[config.mk]
export PLATFORM = sky130hd
export DESIGN_NAME = boot_loader
export DESIGN_NICKNAME = d
export VERILOG_FILES = /design/src/rtl/boot_loader_pkg.sv /design/src/rtl/boot_word_assembler.sv /design/src/rtl/boot_loader.sv
export SDC_FILE = /design/constraint.sdc
export NUM_CORES = 1
export LEC_CHECK = 0
export CAP_MARGIN = 20
export CORE_MARGIN = 2
export CORE_UTILIZATION = 35
export DETAILED_ROUTE_END_ITERATION = 16
export DONT_BUFFER_PORTS = 1
export GPL_TIMING_DRIVEN = 0
export HOLD_SLACK_MARGIN = 0.1
export SETUP_SLACK_MARGIN = 0.4
export SLEW_MARGIN = 0
export SYNTH_ARGS = -nofsm -noshare
export SYNTH_HDL_FRONTEND = slang
export SYNTH_HIERARCHICAL = 1
export SYNTH_SLANG_ARGS = --single-unit
[constraint.sdc]
create_clock -name romclk -period 3.85 [get_ports romclk]
set_clock_uncertainty 0.15 [all_clocks]
set_input_delay 0.77 -clock romclk [delete_from_list [all_inputs] [get_ports romclk]]
set_output_delay 0.77 -clock romclk [all_outputs]
set_load 0.02 [all_outputs]
[src/rtl/boot_loader_pkg.sv]
// Shared state encoding and default parameters for the boot loader.
// BOOT_LOADER_CHECKSUM_EN adds the checksum reception states.
package boot_loader_pkg;

  localparam logic [3:0]  BASE_ADDR_DEF = 4'h8;
  localparam int unsigned NUM_WORDS_DEF = 8;
  localparam int unsigned TIMEOUT_DEF   = 1023;
  localparam int unsigned IDLE_W        = 16;

  typedef enum logic [2:0] {
    IDLE,
    HI,
    LO,
    WRITE,
    FIN
`ifdef BOOT_LOADER_CHECKSUM_EN
    , CHK_HI
    , CHK_LO
`endif
  } state_e;

endpackage

[src/rtl/boot_word_assembler.sv]
// Packs received bytes into the 16-bit boot word; with BOOT_LOADER_CHECKSUM_EN
// also keeps the running word sum and the received checksum high byte.
module boot_word_assembler
  import boot_loader_pkg::*;
(
  input  logic        romclk,
  input  logic        rst,
  input  logic        hi_ld_i,
  input  logic        lo_ld_i,
  input  logic [7:0]  byte_i,
`ifdef BOOT_LOADER_CHECKSUM_EN
  input  logic        clr_i,
  input  logic        add_i,
  input  logic        chk_hi_ld_i,
  output logic        chk_ok_o,
`endif
  output logic [15:0] word_o
);

  logic [7:0] hi_q;
  logic [7:0] lo_q;

  always_ff @(posedge romclk or posedge rst) begin
    if (rst) begin
      hi_q <= '0;
      lo_q <= '0;
    end else begin
      if (hi_ld_i) hi_q <= byte_i;
      if (lo_ld_i) lo_q <= byte_i;
    end
  end

  assign word_o = {hi_q, lo_q};

`ifdef BOOT_LOADER_CHECKSUM_EN
  logic [15:0] sum_q;
  logic [7:0]  chk_hi_q;

  always_ff @(posedge romclk or posedge rst) begin
    if (rst) begin
      sum_q    <= '0;
      chk_hi_q <= '0;
    end else begin
      if (clr_i)      sum_q <= '0;
      else if (add_i) sum_q <= sum_q + {hi_q, lo_q};
      if (chk_hi_ld_i) chk_hi_q <= byte_i;
    end
  end

  // Low checksum byte is compared as it is accepted.
  assign chk_ok_o = ({chk_hi_q, byte_i} == sum_q);
`endif

endmodule

[src/rtl/boot_loader.sv]
// Serial boot loader: receives NUM_WORDS big-endian words and writes them to
// boot memory from BASE_ADDR. BOOT_LOADER_CHECKSUM_EN enables a trailing checksum.
module boot_loader
  import boot_loader_pkg::*;
#(
  parameter logic [3:0]  BASE_ADDR = BASE_ADDR_DEF,
  parameter int unsigned NUM_WORDS = NUM_WORDS_DEF,
  parameter int unsigned TIMEOUT   = TIMEOUT_DEF
) (
  input  logic        romclk,
  input  logic        rst,
  input  logic        start,
  input  logic [7:0]  rx_data,
  input  logic        rx_valid,
  output logic        rx_ready,
  output logic        mem_cs,
  output logic        mem_we,
  output logic [3:0]  mem_addr,
  output logic [15:0] mem_din,
  output logic        busy,
  output logic        done,
  output logic        err
);

  localparam logic [3:0]        LAST_IDX = 4'(NUM_WORDS - 1);
  localparam logic [IDLE_W-1:0] TO_LAST  = IDLE_W'(TIMEOUT - 1);

  state_e            state_q, state_d;
  logic [3:0]        index_q, index_d;
  logic [IDLE_W-1:0] idle_q, idle_d;
  logic [3:0]        addr_q, addr_d;
  logic              busy_q, busy_d, done_q, done_d, err_q, err_d;
  logic              wait_st, accept;

`ifdef BOOT_LOADER_CHECKSUM_EN
  logic chk_ok;
  assign wait_st = (state_q == HI) || (state_q == LO) ||
                   (state_q == CHK_HI) || (state_q == CHK_LO);
`else
  assign wait_st = (state_q == HI) || (state_q == LO);
`endif
  assign accept = wait_st && rx_valid;

  boot_word_assembler u_asm (
    .romclk      (romclk),
    .rst         (rst),
    .hi_ld_i     (accept && (state_q == HI)),
    .lo_ld_i     (accept && (state_q == LO)),
    .byte_i      (rx_data),
`ifdef BOOT_LOADER_CHECKSUM_EN
    .clr_i       (start && ((state_q == IDLE) || (state_q == FIN))),
    .add_i       (state_q == WRITE),
    .chk_hi_ld_i (accept && (state_q == CHK_HI)),
    .chk_ok_o    (chk_ok),
`endif
    .word_o      (mem_din)
  );

  always_ff @(posedge romclk or posedge rst) begin
    if (rst) begin
      state_q <= IDLE;
      index_q <= '0;
      idle_q  <= '0;
      addr_q  <= BASE_ADDR;
      busy_q  <= 1'b0;
      done_q  <= 1'b0;
      err_q   <= 1'b0;
    end else begin
      state_q <= state_d;
      index_q <= index_d;
      idle_q  <= idle_d;
      addr_q  <= addr_d;
      busy_q  <= busy_d;
      done_q  <= done_d;
      err_q   <= err_d;
    end
  end

  always_comb begin
    state_d = state_q;
    index_d = index_q;
    idle_d  = '0;
    addr_d  = addr_q;
    busy_d  = busy_q;
    done_d  = done_q;
    err_d   = err_q;
    unique case (state_q)
      IDLE, FIN: if (start) begin
        state_d = HI;
        index_d = '0;
        busy_d  = 1'b1;
        done_d  = 1'b0;
        err_d   = 1'b0;
      end
      HI: if (accept) begin
        // Address is latched here so it stays put until the next word's high byte.
        addr_d  = BASE_ADDR + index_q;
        state_d = LO;
      end
      LO: if (accept) state_d = WRITE;
      WRITE: begin
        if (index_q < LAST_IDX) begin
          index_d = index_q + 4'd1;
          state_d = HI;
        end else begin
`ifdef BOOT_LOADER_CHECKSUM_EN
          state_d = CHK_HI;
`else
          state_d = FIN;
          busy_d  = 1'b0;
          done_d  = 1'b1;
`endif
        end
      end
`ifdef BOOT_LOADER_CHECKSUM_EN
      CHK_HI: if (accept) state_d = CHK_LO;
      CHK_LO: if (accept) begin
        state_d = FIN;
        busy_d  = 1'b0;
        done_d  = 1'b1;
        err_d   = !chk_ok;
      end
`endif
      default: state_d = IDLE;
    endcase
    if (wait_st && !accept) begin
      if (idle_q == TO_LAST) begin
        state_d = FIN;
        busy_d  = 1'b0;
        done_d  = 1'b1;
        err_d   = 1'b1;
      end else begin
        idle_d = idle_q + 1'b1;
      end
    end
  end

  assign rx_ready = wait_st;
  assign mem_cs   = (state_q == WRITE);
  assign mem_we   = (state_q == WRITE);
  assign mem_addr = addr_q;
  assign busy     = busy_q;
  assign done     = done_q;
  assign err      = err_q;

endmodule

# ---- Yosys cells after proc, flatten, opt, wreduce, memory -nomap -nowiden
# Cells that the tools add are included.
# W data, S select, Z words.
dict set report word_totals {
  out_inout_bits 26
  reg_bits 46
  word_cells 57
  in_bits 12
}
dict set report op_classes {
  n_reduce_logical 11
  mux 26
  magnitude_cmp 1
  n_addsub 3
  n_eq_ne 7
}
# operator n
set op_table {}
lappend op_table {{$mux W16} 2}
lappend op_table {{$mux W3} 6}
lappend op_table {{$add A16 B1 Y16 const B} 1}
lappend op_table {{$eq A16 B10 Y1 const B} 1}
lappend op_table {{$mux W1} 12}
lappend op_table {{$pmux W3 S4} 1}
lappend op_table {{$mux W4} 2}
lappend op_table {{$pmux W4 S2} 1}
lappend op_table {{$eq A3 B2 Y1 const B} 2}
lappend op_table {{$add A4 B1 Y4 const B} 1}
lappend op_table {{$add A4 B4 Y4 const A} 1}
lappend op_table {{$logic_and A1 B1 Y1} 4}
lappend op_table {{$lt A4 B3 Y1 const B} 1}
lappend op_table {{$pmux W1 S2} 2}
lappend op_table {{$eq A3 B1 Y1 const B} 1}
lappend op_table {{$eq A3 B3 Y1 const B} 1}
lappend op_table {{$logic_not A3 Y1} 1}
lappend op_table {{$reduce_and A3 Y1} 1}
lappend op_table {{$ne A2 B1 Y1 const B} 1}
lappend op_table {{$ne A2 B2 Y1 const B} 1}
lappend op_table {{$reduce_and A2 Y1} 1}
lappend op_table {{$reduce_bool A2 Y1} 1}
lappend op_table {{$reduce_or A2 Y1} 1}
lappend op_table {{$logic_not A1 Y1} 1}
lappend op_table {{$logic_or A1 B1 Y1} 1}

# ---- Depth between registers and ports, before layout
# Gate-level depths: netlist (run 1).
dict set report logic_depth {
  word_depth 7
  ltp_mapped 8
}

# ---- Hierarchy
# The synthesis (run 1) kept the hierarchy.
# module cells_per_inst n_inst seq_area_each_um2 area_per_inst_um2
set by_module_without_submodules {}
lappend by_module_without_submodules {boot_loader 143 1 752.0 1450.1}
lappend by_module_without_submodules {boot_word_assembler 35 1 400.4 666.9}

# ---- Worst setup path before layout (run 1)
# Ideal clock, no wire load.
dict set report synth_path {
  path_kind {register to register}
  from {register idle_q[0]}
  to {register idle_q[10]}
  synth_period_minus_slack_ns 2.134
  stages_incl_launch_ff 9
  t_arrival_ns 1.865
  setup_time_ns 0.119
  path_slack_ns 1.716
  path_cell_list {dfrtp_1 > inv_1 > ha_1 > or4b_4 > or4_4 > nand2b_1 > buf_6 > buf_6 > nor2_1}
}
dict set report synth_between {
  elab_chain_len 3
}
# element line_no
set synth_lines {}
lappend synth_lines {{from (decl)} boot_loader.sv:30} ;# logic [IDLE_W-1:0] idle_q, idle_d;
lappend synth_lines {{from (signal assigned)} boot_loader.sv:71} ;# idle_q <= idle_d;
lappend synth_lines {{$add A16 B1 Y16 or $eq A16 B10 Y1 (tied branches)} {boot_loader.sv:133, boot_loader.sv:127}}
lappend synth_lines {{$mux W16 (*)} boot_loader.sv:127} ;# if (idle_q == TO_LAST) begin
lappend synth_lines {{$mux W16 (*)} boot_loader.sv:126} ;# if (wait_st && !accept) begin
lappend synth_lines {{named net idle_d[10]} boot_loader.sv:30}
# Mark *: on every way through the listed nets, which the timed path passes. The rest lies on a longest branch.
# A chain may end at the register's enable or synchronous reset.

# ---- Worst setup path in the final report (run 1)
dict set report layout_path {
  from {register state_q[2]}
  to {output mem_we}
}
dict set report layout_between {
  elab_chain_len 1
}
# element line_no
set layout_lines {}
lappend layout_lines {{from (decl)} boot_loader.sv:28} ;# state_e state_q, state_d;
lappend layout_lines {{from (signal assigned)} boot_loader.sv:69} ;# state_q <= state_d;
lappend layout_lines {{$eq A3 B2 Y1} -}
lappend layout_lines {{to (decl)} boot_loader.sv:17} ;# output logic mem_we,
# Every way passes these cells.

==> results.sh, run 1 <==
export IMPL_power_density_mw_per_mm2=670
export IMPL_route_detailed_drc=0
export IMPL_dieWidth_um=81.8
export IMPL_ir_drop_v=0.000300
export IMPL_place_worst_setup_slack_ns=1.55
export IMPL_routedWlPerCell_um=14.4
export IMPL_vias=1312
export IMPL_rr_endpoint="state_q[0]"
export IMPL_arrival_ns=1.62
export IMPL_syn_instance_count=178
export IMPL_place_gp_congestion=0.801
export IMPL_period_needed_ns=2.54
export IMPL_synth_yosys_seq_area_share=0.544
export IMPL_track_usage=0.120
export IMPL_fmax_mhz=394
export IMPL_period_share=0.660
export IMPL_ys_flop_type="dfrtp_1"
export IMPL_synth_top_area_share=0.532
export IMPL_grt_max_degree=20
export IMPL_synth_most_common_cell="dfrtp_1"
export IMPL_die_h_um=81.8
export IMPL_yosys_top_cells_count="dfrtp_1 (45), nor2_1 (23), mux2_4 (16)"
export IMPL_timing_critical_path_to_type="output port"
export IMPL_insertedDiodeCount=0
export IMPL_synth_edf_count=0
export IMPL_worst_pin_slew_ns=0.579
export IMPL_worstPathRequired_ns=2.93
export IMPL_antenna_found_initial=0
export IMPL_start_util=0.360
export IMPL_drt_iter0_drc=46
export IMPL_ctsHoldBuffers=0
export IMPL_core_rowCount=28
export IMPL_maxSlewViolCount=0
export IMPL_placed_cells=254
export IMPL_grt_pass1_vias=1318
export IMPL_clock_path_buffers=2
export IMPL_async_flop_share=1.00
export IMPL_wl_um=3770
export IMPL_final_nets=201
export IMPL_post_cts_resized=0
export IMPL_cp_start_kind="flop"
export IMPL_fin_cells=262
export IMPL_cts_num_sinks=46
export IMPL_synthesis_nets=193
export IMPL_grt_pass1_wl_um=6110
export IMPL_die_area_mm2=0.00669
export IMPL_regToRegStartpoint="idle_q[0]"
export IMPL_ant_nets=0
export IMPL_syn_to_final_growth_pct=10.9
export IMPL_synth_cell_types=30
export IMPL_cts_tree="done"
export IMPL_routed_via_density=5.01
export IMPL_place_hpwl_um=2680
export IMPL_clk_pin_slew_ns=0.09
export IMPL_cts_buffers=5
export IMPL_core_area_mm2=0.00589
export IMPL_yosysWarnings=6
export IMPL_final_area_mm2=0.00235
export IMPL_n_fill_cell=573
export IMPL_slew_headroom=0.613
export IMPL_register_area_mm2=0.00115
export IMPL_layout_setup_ws_ns=1.31
export IMPL_finalHoldViolCount=0
export IMPL_r2r_slack_ns=1.56
export IMPL_io_buffers=0
export IMPL_status="finished, final reports clean"
export IMPL_hold_ws_ns=0.252
export IMPL_drive_gt1_frac=0.198
export IMPL_worstPathMaxFanout=8
export IMPL_synth_area_leaders="dfrtp_1 (53%), mux2_4 (11%), xnor2_1 (5.4%)"
export IMPL_multiInputGateArea_um2=882
export IMPL_clk_latency_ns=0.29
export IMPL_drtPass1Iterations=4
export IMPL_syn_area_per_cell_um2=11.9
export IMPL_placed_area_mm2=0.00224
export IMPL_path_class="flop to output port"
export IMPL_overflow=0
export IMPL_cts_setup_buffers=0
export IMPL_synthesis_area_mm2=0.00212
export IMPL_htreeDepth=2
export IMPL_leakage_nw=1.00
export IMPL_ys_ff_latch=46
export IMPL_yosys_area_top_type="dfrtp_1"
export IMPL_io_pins=38
export IMPL_tns_ns=0
export IMPL_reg2reg_depth=6
export IMPL_rsz0062_at_grt="false"
export IMPL_root_buffer="clkbuf_8"
export IMPL_final_setup_viol_count=0
export IMPL_hold_path_class="primary input to asynchronous set/reset pin"
export IMPL_max_cap_viol_count=0
[placed cells by master, fill, tap and decap left out]
| cell type | count |
|---|---|
| a211o_1 | 2 |
| a21o_1 | 1 |
| a21oi_1 | 6 |
| a31oi_1 | 1 |
| and3b_1 | 1 |
| buf_16 | 1 |
| buf_4 | 1 |
| buf_6 | 4 |
| bufinv_16 | 1 |
| clkbuf_1 | 2 |
| clkbuf_8 | 5 |
| clkinvlp_4 | 1 |
| dfrtp_1 | 45 |
| dfstp_2 | 1 |
| ha_1 | 3 |
| inv_1 | 7 |
| mux2_2 | 4 |
| mux2_4 | 16 |
| mux2i_1 | 1 |
| nand2_1 | 8 |
| nand2b_1 | 6 |
| nand3_1 | 5 |
| nand4_1 | 5 |
| nor2_1 | 23 |
| nor2b_1 | 4 |
| nor3_1 | 5 |
| nor3b_1 | 1 |
| nor4_1 | 5 |
| o21ai_0 | 5 |
| or3_2 | 1 |
| or4_4 | 1 |
| or4b_4 | 1 |
| xnor2_1 | 13 |
| xor2_1 | 1 |
[state kept, by name, indices dropped and copies added, names as in the netlist]
signal	flops
idle_q	16
index_q	4
busy	1
u_asm/hi_q	8
u_asm/lo_q	8
mem_addr	4
done	1
err	1
state_q	3
[report_power, final]
group          switching [mW]  leakage [nW]  internal (mW)
sequential              0.217         0.594          0.605
combinational           0.171         0.358          0.227
clock                   0.159        0.0514          0.194
total                   0.547          1.00           1.03
[cell families (layout without fill, tap and decap cells)]
group,count (synthesis),in the layout,synth area share
mux,21,21,0.139
simple gates,66,66,0.161
fa+ha+maj,3,3,0.0177
flops,46,46,0.544
buf+inv,13,22,0.0390
compound gates,15,15,0.0408
xor+xnor,14,14,0.0579
[critical path: stages (launching register included)]
cell and delay [ns]:
dfrtp_1 0.45, and3b_1 0.23, clkbuf_1 0.41, buf_4 0.24
[per-layer routing]
metal	up-vias	GRT usage	part of all wire	wire (µm)
li1	620	-	-	-
met1	644	0.149	0.46	1730
met2	43	0.196	0.45	1700
met3	5	0.0396	0.082	308
met4	0	0.0400	0.0087	33
met5	-	0	0	0
[how the worst max path moves through the flow]
| stage | endpoint | depth (start not counted) | start | slack, ns |
|---|---|---|---|---|
| floorplan | idle_q[10] | 8 | idle_q[0] | 1.72 |
| global placement | state_q[0] | 6 | idle_q[0] | 1.58 |
| detailed placement | state_q[0] | 6 | idle_q[0] | 1.55 |
| CTS | mem_we | 3 | state_q[2] | 1.30 |
| global route | mem_we | 3 | state_q[2] | 1.19 |
| finish | mem_we | 3 | state_q[2] | 1.31 |
[metrics by stage]
stage	power (mW)	utilization
floorplan	1.15	-
global placement	1.23	0.376
detailed placement	1.24	0.380
CTS	1.60	0.399
global route	1.67	0.399
finish	1.57	0.399
[cell type report]
| cell class | count | share of cell area |
|---|---|---|
| Multi-Input combinational cell | 119 | 0.376 |
| Clock buffer | 6 | 0.0309 |
| Timing Repair Buffer | 1 | 0.0117 |
| Tap cell | 75 | 0.0400 |
| Clock inverter | 2 | 0.0160 |
| Sequential cell | 46 | 0.491 |
| Buffer | 6 | 0.0240 |
| Inverter | 7 | 0.0112 |
No activity file was read; power rests on OpenSTA's default activity.
==> run 2: changes to the inputs <==
==> constraint.sdc (replaced) <==
create_clock -name romclk -period 2.3 [get_ports romclk]
set_clock_uncertainty 0.15 [all_clocks]
set_input_delay 0.46 -clock romclk [delete_from_list [all_inputs] [get_ports romclk]]
set_output_delay 0.46 -clock romclk [all_outputs]
set_load 0.02 [all_outputs]
==> results.sh, run 2 (synthesis results as in run 1) <==
export IMPL_hold_path_class="primary input to flop"
export IMPL_max_cap_viol_count=0
export IMPL_core_rowCount=28
export IMPL_p_switching_uw=946
export IMPL_total_power_mw=2.90
export IMPL_slew_headroom=0.591
export IMPL_place_gp_congestion=0.749
export IMPL_worstPathRequired_ns=2.34
export IMPL_worstPathMaxFanout=5
export IMPL_root_buffer="clkbuf_8"
export IMPL_finalHoldViolCount=0
export IMPL_clk_latency_ns=0.29
export IMPL_tns_ns=0
export IMPL_vias=1321
export IMPL_grt_max_degree=21
export IMPL_n_fill_cell=554
export IMPL_use_met2=0.183
export IMPL_reg2reg_depth=8
export IMPL_arrival_ns=2.23
export IMPL_regToRegStartpoint="idle_q[0]"
export IMPL_syn_to_final_growth_pct=19.3
export IMPL_clock_path_buffers=2
export IMPL_p_seq_frac=0.471
export IMPL_wl_um=3800
export IMPL_grt_pass1_vias=1344
export IMPL_rr_endpoint="idle_q[10]"
export IMPL_busiest_layer="met2"
export IMPL_start_util=0.360
export IMPL_drive_gt1_frac=0.267
export IMPL_rsz0062_at_grt="true"
export IMPL_ant_nets=0
export IMPL_period_share=0.952
export IMPL_cts_num_sinks=46
export IMPL_crit_path_end="idle_q[10]"
export IMPL_top_register="idle_q"
export IMPL_p_clk_frac=0.249
export IMPL_path_class="flop to flop"
export IMPL_cp_start_kind="flop"
export IMPL_insertedDiodeCount=0
export IMPL_largest_reg_flops=16
export IMPL_track_usage=0.123
export IMPL_io_buffers=0
export IMPL_crit_start="idle_q[0]"
export IMPL_p_sw_frac=0.326
export IMPL_routedWlPerCell_um=14.1
export IMPL_timing_critical_path_to_type="flop"
export IMPL_place_hpwl_um=2570
export IMPL_grt_pass1_wl_um=6270
export IMPL_htreeDepth=2
export IMPL_dieWidth_um=81.8
export IMPL_globalRouteMet1Util=0.160
export IMPL_r2r_slack_ns=0.11
export IMPL_final_nets=209
export IMPL_leakage_nw=1.10
export IMPL_io_pins=38
export IMPL_cts_buffers=5
export IMPL_core_area_mm2=0.00589
export IMPL_top_regs="idle_q x16, u_asm/hi_q x8, u_asm/lo_q x8"
export IMPL_antenna_found_initial=0
export IMPL_worst_pin_slew_ns=0.613
export IMPL_die_area_mm2=0.00669
export IMPL_p_int_mw=1.96
export IMPL_clk_pin_slew_ns=0.08
export IMPL_layout_common_cells="dfrtp_1 (44), nor2_1 (21), mux2_4 (16), xnor2_1 (13), nand2_1 (8)"
export IMPL_register_area_mm2=0.00115
export IMPL_die_h_um=81.8
export IMPL_route_detailed_drc=0
export IMPL_fmax_mhz=457
export IMPL_combPwrFrac=0.279
export IMPL_use_met3=0.0527
export IMPL_multiInputGateArea_um2=913
export IMPL_maxSlewViolCount=0
export IMPL_drt_iter0_drc=83
export IMPL_routed_via_density=4.89
export IMPL_drtPass1Iterations=4
export IMPL_power_density_mw_per_mm2=1150
export IMPL_ir_drop_v=0.000565
export IMPL_status="finished, final reports clean"
export IMPL_final_setup_viol_count=0
export IMPL_final_common_cell="dfrtp_1"
export IMPL_period_needed_ns=2.19
export IMPL_cts_tree="done"
export IMPL_overflow=0
==> run 2: per-stage QoR <==
stage / setup slack (ns) / std cells / instance area [µm²] / hold WS [ns] / utilization
finish: 0.111 / 270 / 2520 / 0.156 / 0.429
global route: 0.0390 / 270 / 2520 / 0.137 / 0.429
CTS: 0.110 / 266 / 2450 / 0.145 / 0.417
detailed placement: 0.0172 / 254 / 2240 / 0.255 / 0.380
global placement: 0.0418 / 253 / 2210 / 0.290 / 0.376
floorplan: 0.166 / 178 / 2120 / 0.224 / -
==> run 2: cell type report <==
type                       instances  share of cell area
multi-input combinational        119               0.362
clock buffer                       6              0.0327
buffer                             6              0.0282
inverter                           7              0.0104
sequential                        46               0.457
clock inverter                     2              0.0238
tap                               75              0.0372
timing repair buffer               9              0.0491
==> run 2: how the worst min path moves through the flow <==
stage	end	depth (start not counted)	startpoint	slack [ns]
floorplan	u_asm/hi_q[0]	1	rst	0.22
global placement	u_asm/lo_q[5]	1	rst	0.29
detailed placement	idle_q[8]	1	rst	0.25
CTS	u_asm/hi_q[0]	1	rx_data[0]	0.14
global route	u_asm/lo_q[6]	1	rx_data[6]	0.14
finish	u_asm/hi_q[0]	1	rx_data[0]	0.16
==> run 2: per-layer routing <==
metal / vias to the layer above / routed length, µm
li1: 638 / -
met1: 643 / 1780
met2: 35 / 1680
met3: 5 / 299
met4: 0 / 35
met5: - / 0
==> run 2: repair_timing <==
item	4_1_cts	5_1_grt
pin swaps	0	0
hold endpoints to repair	26	0
buffers inserted	3	3
gates cloned	0	1
gates resized for setup	7	9
endpoints found under the setup margin	25	32
hold buffers	1	0
==> run 2: power groups by stage <==
| stage | Sequential, mW | Combinational [mW] | Clock (mW) |
|---|---|---|---|
| 4_1_cts | 1.37 | 0.752 | 0.750 |
| 3_3_place_gp | 1.39 | 0.655 | 0 |
| 5_1_grt | 1.41 | 0.880 | 0.793 |
| 3_5_place_dp | 1.39 | 0.663 | 0 |
| 6_report | 1.37 | 0.810 | 0.724 |
| 2_1_floorplan | 1.35 | 0.582 | 0 |
==> run 2: worst max-delay path, cell delays in order, from the launching register on <==
cell and delay [ns]:
dfrtp_1 0.38, inv_1 0.06, ha_1 0.14, or4b_4 0.44, or4_4 0.52, nand2b_4 0.09
buf_6 0.12, clkbuf_16 0.14, nor2_1 0.04
